**src/rtl/inst_fetch_ctrl_pkg.sv**
```systemverilog
// Shared types and defaults for the instruction fetch controller.
// The state encoding, the default reset PC and the memory size are all defined here.
package inst_fetch_ctrl_pkg;

    typedef enum logic [1:0] {
        FS_FETCH = 2'd0,
        FS_HALT  = 2'd1,
        FS_FAULT = 2'd2
    } fetch_state_t;

    localparam logic [31:0] RESET_PC_DEF = 32'h0000_0000;
    localparam logic [31:0] INST_NOP     = 32'h0000_0000;
    localparam int          IMEM_BYTES   = 4096;

    // A fetch address is bad if it is not word aligned or lies past the end of memory.
    function automatic logic addr_bad(input logic [31:0] addr, input logic [31:0] limit);
        return (addr[1:0] != 2'b00) || (addr >= limit);
    endfunction

endpackage

```
**src/rtl/inst_fetch_ctrl.sv**
```systemverilog
// Instruction fetch sequencer: owns the PC, drives the combinational instruction memory,
// and holds the fetched word in an IF/ID stage that uses a valid/ready handshake.
//
// state    | meaning
// FS_FETCH | fetch one word per cycle whenever the output stage can take it
// FS_HALT  | fetching paused by halt_req; a pending word still drains
// FS_FAULT | bad fetch address seen; only reset leaves this state
module inst_fetch_ctrl
    import inst_fetch_ctrl_pkg::*;
#(
    parameter logic [31:0] RESET_PC  = RESET_PC_DEF,
    parameter int          MEM_BYTES = IMEM_BYTES
) (
    input  logic        clk,
    input  logic        rst_n,
    output logic        imem_ce,
    output logic [31:0] imem_addr,
    input  logic [31:0] imem_data,
    input  logic        redirect_valid,
    input  logic [31:0] redirect_pc,
    input  logic        halt_req,
    input  logic        id_ready,
    output logic        if_valid,
    output logic [31:0] if_inst,
    output logic [31:0] if_pc,
    output logic        fetch_fault,
    output logic [31:0] fault_pc,
    output logic [31:0] fetch_count
);

    localparam logic [31:0] MEM_LIMIT = 32'(MEM_BYTES);

    fetch_state_t state;
    logic [31:0]  pc;
    logic [31:0]  pc_next;
    logic         can_load;
    logic         handshake;
    logic         flush;
    logic         load;
    logic         fault_hit;

    assign can_load  = (state == FS_FETCH) && (!if_valid || id_ready);
    assign handshake = if_valid && id_ready;
    assign flush     = redirect_valid && (state != FS_FAULT);
    assign load      = can_load && !flush && !addr_bad(pc, MEM_LIMIT);
    assign fault_hit = can_load && !flush && addr_bad(pc, MEM_LIMIT);

    // Gate with rst_n so the memory is never enabled while reset is held.
    assign imem_ce   = rst_n && can_load;
    assign imem_addr = pc;

    // Next-PC priority: redirect, then hold, then sequential.
    always_comb begin
        pc_next = pc;
        if (flush) begin
            pc_next = redirect_pc;
        end else if (load) begin
            pc_next = pc + 32'd4;
        end
    end

    always_ff @(posedge clk or negedge rst_n) begin
        if (!rst_n) begin
            state       <= FS_FETCH;
            pc          <= RESET_PC;
            if_valid    <= 1'b0;
            if_inst     <= INST_NOP;
            if_pc       <= 32'h0;
            fetch_fault <= 1'b0;
            fault_pc    <= 32'h0;
            fetch_count <= 32'h0;
        end else begin
            pc <= pc_next;

            // A flushed word is dropped, so it does not count as handed over.
            if (handshake && !flush) begin
                fetch_count <= fetch_count + 32'd1;
            end

            if (flush) begin
                if_valid <= 1'b0;
            end else if (load) begin
                if_valid <= 1'b1;
                if_inst  <= imem_data;
                if_pc    <= pc;
            end else if (handshake) begin
                if_valid <= 1'b0;
            end

            if (fault_hit) begin
                fetch_fault <= 1'b1;
                fault_pc    <= pc;
            end

            case (state)
                FS_FETCH: begin
                    if (fault_hit) begin
                        state <= FS_FAULT;
                    end else if (halt_req && !flush) begin
                        state <= FS_HALT;
                    end
                end
                FS_HALT: begin
                    if (!halt_req && !flush) begin
                        state <= FS_FETCH;
                    end
                end
                default: state <= FS_FAULT;
            endcase
        end
    end

endmodule
```
**config.mk**
```make
export PLATFORM = sky130hd
export DESIGN_NAME = inst_fetch_ctrl
export DESIGN_NICKNAME = d
export VERILOG_FILES = /design/src/rtl/inst_fetch_ctrl_pkg.sv /design/src/rtl/inst_fetch_ctrl.sv
export SDC_FILE = /design/constraint.sdc
export NUM_CORES = 1
export LEC_CHECK = 0
export CAP_MARGIN = 10
export CORE_MARGIN = 2
export CORE_UTILIZATION = 45
export DETAILED_ROUTE_END_ITERATION = 8
export PLACE_DENSITY = 0.88
export SETUP_SLACK_MARGIN = 0.3
export SKIP_CTS_REPAIR_TIMING = 1
export SYNTH_ARGS = -nofsm -noshare
export SYNTH_HDL_FRONTEND = slang
export SYNTH_SLANG_ARGS = --single-unit
```
**constraint.sdc**
```tcl
create_clock -name clk -period 2.4 [get_ports clk]
set_input_delay 0.36 -clock clk [delete_from_list [all_inputs] [get_ports clk]]
set_output_delay 0.36 -clock clk [all_outputs]
set_load 0.005 [all_outputs]
```
==> impl_metrics.toml, run 1 <==
[status]
status = "finished, final reports clean"

[pwr]
cellPowerDensity_nw_per_um2 = 880
ir_drop_mv = 0.537
p_leak_nw = 4.43
totalPowerFinal_mw = 8.69

[clock_tree]
clkTransAtPathRegs_ns = 0.06
tritoncts = "done"
clkLatencyLatePin_ns = 0.41
cts_sinks = 164
numCtsBuffers = 17
clockBufferDepth = 2
cts-root-buf = "clkbuf_16"
h-tree-depth = 4

[floorplanning]
core_sq_um = 14400
placement_rows = 44
chipHeight_um = 125
initial_core_util = 0.456
num_io_pins = 232
die_area_sq_um = 15500
die_w_um = 125

[synthesis]
synthFlopType = "dfrtp_1"
synth_area_leaders = "dfrtp_1 (63%), mux2_2 (13%), nand2_1 (4.3%)"
yosysSeqAreaShare = 0.627
synth_edf_count = 0
yosysMostFrequentCell = "dfrtp_1"
synth_seq_cells = 164
syn_area_sq_um = 6550
yosys_warnings = 0
syn_avg_cell_area_sq_um = 12.6
synth_cells = 519
syn_nets = 591
synthDominantCellAreaShare = 0.627
async_reset_ff_frac = 1.00
synthTopCellsByCount = "dfrtp_1 (164), nand2_1 (75), mux2_2 (73)"
yosys.area.top_type = "dfrtp_1"
synth.distinct_cells = 43

[sta]
setup_viol = 0
min_period_ns = 2.13
layout_setup_ws_ns = 0.274
relSlewSlack = 0.377
clock.fmax_mhz = 470
grt_setup_unrepaired = "true"
setup-tns-final_ns = 0
finalClockSkew_ns = 0.00781
slew_viol_final = 0
fin_crit_sh = 0.886
tightest_slew_ns = 0.934
finalHoldViolations = 0
holdWs_ns = 0.0309

[place]
dp_slack_ns = -0.0820
place.gp.congestion = 0.867
numPortBuffers = 231
dpl.hpwl_um = 11800

[detailed_routing]
routedWlPerCell_um = 17.4
vias = 4932
viasPerCell = 5.11
routed_wl_um = 16900
drcViolationCount = 0
drt_iter0_drc = 234
drt.antenna.violating_nets = 0
firstDrtPassIters = 4

[layout]
nNetsFinal = 843
multiInputGateArea_sq_um = 2350
num_antenna_cells = 0
final_util = 0.687
drive_gt1_frac = 0.179
fillers = 990
ff_latch_area_sq_um = 4110
syn_to_final_growth_pct = 50.9

[worst_setup_path]
worst_setup_path_end_kind = "flip-flop"
worstReg2RegStart = "imem_addr[28]$_DFFE_PN0P_"
critPathKind = "reg -> reg"
critPathLaunch = "imem_addr[28]$_DFFE_PN0P_"
crit_arrival_ns = 2.43
crit_fanout = 6
required_ns = 2.70
startpoint_type = "flip-flop"

[global_route]
gr-total-overflow = 0
grt_util_all_layers = 0.221
grt_pass1_wl_um = 27200
grt_pass1_vias = 5140
antenna_found_initial = 0
grt_max_degree = 165

[run]
maxCapViolCount = 0

[worst_hold_path]
hold_class = "in -> async"
==> path summary, 6_finish.rpt <==
kind / slack [ns] / to / depth (start not counted)
setup / recovery: 0.27 / imem_addr[4]$_DFFE_PN0P_ / 7
hold / removal: 0.03 / fetch_count[23]$_DFFE_PN0P_ / 2
setup reg to reg: 0.27 / imem_addr[4]$_DFFE_PN0P_ / 7
hold reg to reg: 0.48 / fault_pc[2]$_DFFE_PN0P_ / 2
max in group asynchronous: 1.54 / imem_addr[17]$_DFFE_PN0P_ / 2
min in group clk: 0.48 / imem_addr[29]$_DFFE_PN0P_ / 3
==> metrics by stage <==
step	cells	cell area, sq um
detailed placement	930	9190
global route	966	9870
global placement	930	9190
CTS	960	9740
finish	966	9870
floorplan	519	6550
==> critical path: stages, from the launching register on <==
cell	delay, ns
dfrtp_1	0.42
nor4_2	0.32
nand4_1	0.20
buf_6	0.18
nor3_4	0.15
buf_12	0.17
mux2_2	0.33
o221a_2	0.24
==> cells by family after synthesis <==
family          Yosys count  synth area share
mux                      75             0.129
fa+ha+maj                 3           0.00574
buf+inv                  30            0.0235
xor+xnor                 32            0.0428
compound gates           25            0.0291
simple gates            190             0.143
flops                   164             0.627
==> report_power, final <==
group	internal, mW	leakage [nW]	switching [mW]	total [mW]
clock network	1.47	0.258	1.05	2.52
logic	1.50	2.06	0.855	2.35
registers	3.31	2.12	0.502	3.82
==> state kept, by name (all words and copies together) (netlist names) <==
register	cells
if_valid	1
imem_addr	32
fault_pc	32
if_pc	32
fetch_count	32
fetch_fault	1
state	2
if_inst	32
==> placed cells by master, fill, tap and decap left out, types with 3 or more instances in the layout <==
master             n
nor2b_1           23
clkbuf_16         18
and4_1             6
dfrtp_2            3
nor2_1            28
inv_1              6
nand4_1           11
and3_1             8
buf_12             5
buf_6              3
a311oi_1           5
nand3_1           14
xnor2_1           25
and2_1             8
mux2_2            73
clkbuf_1           3
nor4_2             3
nor3_1             4
buf_4             17
o21ai_0            4
nand2_1           75
nand2b_1           3
a21oi_1            3
clkinvlp_4         3
xor2_1             7
ha_1               3
clkdlybuf4s50_1  229
dfrtp_1          161
==> layout make-up <==
cell class | instances | area share
clock inverters | 8 | 0.00811
multi-input cells | 325 | 0.238
inverters | 6 | 0.00228
repair buffers | 257 | 0.265
clock buffers | 22 | 0.0470
flip-flops and latches | 164 | 0.416
well taps | 184 | 0.0233
==> routing by layer <==
layer,vias to the layer above,global-route usage,share of wire
li1,2270,-,-
met4,0,0.0872,0.027
met3,34,0.0777,0.071
met5,-,0,0
met2,193,0.370,0.50
met1,2435,0.262,0.40
(Power assumes the default switching activity.)
==> run 2: changes to the inputs <==
--- a/config.mk
+++ b/config.mk
@@ -6,8 +6,9 @@
 export NUM_CORES = 1
 export LEC_CHECK = 0
 export CAP_MARGIN = 10
-export CORE_MARGIN = 2
-export CORE_UTILIZATION = 45
+export CELL_PAD_IN_SITES_DETAIL_PLACEMENT = 0
+export CELL_PAD_IN_SITES_GLOBAL_PLACEMENT = 1
+export CORE_UTILIZATION = 35
 export DETAILED_ROUTE_END_ITERATION = 8
 export PLACE_DENSITY = 0.88
 export SETUP_SLACK_MARGIN = 0.3
==> run 2 against run 1 <==
The flow now finishes with violations (DRC); sequential cell count unchanged; clock power up 7%; clock skew is 0.00083 ns higher; largest cell class unchanged; die area rose by 24%; count of clock-buffer cells in the layout is 2 lower; first-iteration DRC count fell by 3.4%; non-clock buffer count grew 2; cell count grew 4.9%; power up 1.9%; hold slack lost 0.023 ns.
==> impl_metrics.toml, run 2 (synthesis results as in run 1) <==
[clock_tree]
cts-root-buf = "clkbuf_16"
clkTransAtPathRegs_ns = 0.06
h-tree-depth = 4
tritoncts = "done"
clkLatencyLatePin_ns = 0.41
numCtsBuffers = 17
clockBufferDepth = 2
cts_sinks = 164

[global_route]
antenna_found_initial = 0
grt_pass1_vias = 4875
grt_pass1_wl_um = 26600
grt_max_degree = 82
grt_util_all_layers = 0.176
gr-total-overflow = 0

[worst_setup_path]
startpoint_type = "flip-flop"
crit_buf_inv = 2
crit_family = "simple AND/OR/NAND/NOR gates"
critPathMaxStageDelay_ns = 0.44
slowest_stage = "dfrtp_2"
crit_fanout = 6
crit_arrival_ns = 2.43
required_ns = 2.69
critPathKind = "reg -> reg"
worst_setup_path_end_kind = "flip-flop"
cp_cell_sequence = "nor4_2 > nand4_1 > buf_6 > nor3_4 > buf_12 > mux2_2 > o221a_2"

[detailed_routing]
drt.antenna.violating_nets = 0
vias = 4797
drcViolationCount = 17
routedWlPerCell_um = 16.1
firstDrtPassIters = 7
drt_iter0_drc = 226
routed_wl_um = 16300
viasPerCell = 4.74

[worst_hold_path]
hold_class = "in -> async"

[sta]
holdWs_ns = 0.00830
clock.fmax_mhz = 469
setup_viol = 0
fin_crit_sh = 0.889
tightest_slew_ns = 0.622
finalClockSkew_ns = 0.00865
slew_viol_final = 0
layout_setup_ws_ns = 0.266
finalHoldViolations = 0
setup-tns-final_ns = 0
relSlewSlack = 0.584
min_period_ns = 2.13
grt_setup_unrepaired = "true"

[layout]
multiInputGateArea_sq_um = 2340
final_cell_count_no_fill = 1013
nNetsFinal = 845
ff_latch_area_sq_um = 4110
layout_commonest_cell = "clkdlybuf4s50_1"
most-common-layout-cells = "clkdlybuf4s50_1 (229), dfrtp_1 (159), nand2_1 (75)"
fillers = 1559
final_util = 0.549
syn_to_final_growth_pct = 52.1
drive_gt1_frac = 0.185
final_area_sq_um = 9960
num_antenna_cells = 0

[run]
maxCapViolCount = 0

[pwr]
p_leak_nw = 4.46
ir_drop_mv = 0.518
totalPowerFinal_mw = 8.85
cellPowerDensity_nw_per_um2 = 889

[floorplanning]
chipHeight_um = 139
die_w_um = 139
num_io_pins = 232
placement_rows = 49
initial_core_util = 0.361
die_area_sq_um = 19300
core_sq_um = 18100

[place]
numPortBuffers = 231
place.gp.congestion = 0.755
placed_area_sq_um = 9270
dp.cells = 978
dp_slack_ns = -0.111
dpl.hpwl_um = 11700

[status]
status = "complete, but fails checks"
violations = "DRC"
-- run 2: layout make-up --
| class | count | share of cell area |
|---|---|---|
| clock buffer | 20 | 0.0459 |
| multi-input combinational | 325 | 0.235 |
| tap | 229 | 0.0288 |
| inverter | 6 | 0.00226 |
| sequential | 164 | 0.413 |
| timing repair buffer | 259 | 0.262 |
| clock inverter | 10 | 0.0124 |
-- run 2: metal layers --
metal,vias up,track usage,part of all wire
met5,-,0,0
met4,0,0.0591,0.013
met3,15,0.0556,0.070
met2,138,0.283,0.48
met1,2370,0.226,0.43
li1,2274,-,-
-- run 2: final timing paths --
| check | to | from | slack [ns] | cells after the start |
|---|---|---|---|---|
| worst max-delay path | imem_addr[4]$_DFFE_PN0P_ | imem_addr[30]$_DFFE_PN0P_ | 0.27 | 7 |
| worst min-delay path | if_pc[1]$_DFFE_PN0P_ | rst_n | 0.008 | 2 |
| worst max register to register | imem_addr[4]$_DFFE_PN0P_ | imem_addr[30]$_DFFE_PN0P_ | 0.27 | 7 |
| worst min register to register | fetch_fault$_DFFE_PN0P_ | fetch_fault$_DFFE_PN0P_ | 0.47 | 1 |
| max in group asynchronous | imem_addr[30]$_DFFE_PN0P_ | rst_n | 1.37 | 3 |
| min in group clk | fetch_fault$_DFFE_PN0P_ | fetch_fault$_DFFE_PN0P_ | 0.47 | 1 |
-- run 2: power breakdown --
part / switching (mW) / total [mW] / internal (mW)
clock: 1.10 / 2.69 / 1.59
sequential: 0.511 / 3.83 / 3.32
combinational: 0.828 / 2.33 / 1.51
total: 2.44 / 8.85 / 6.41
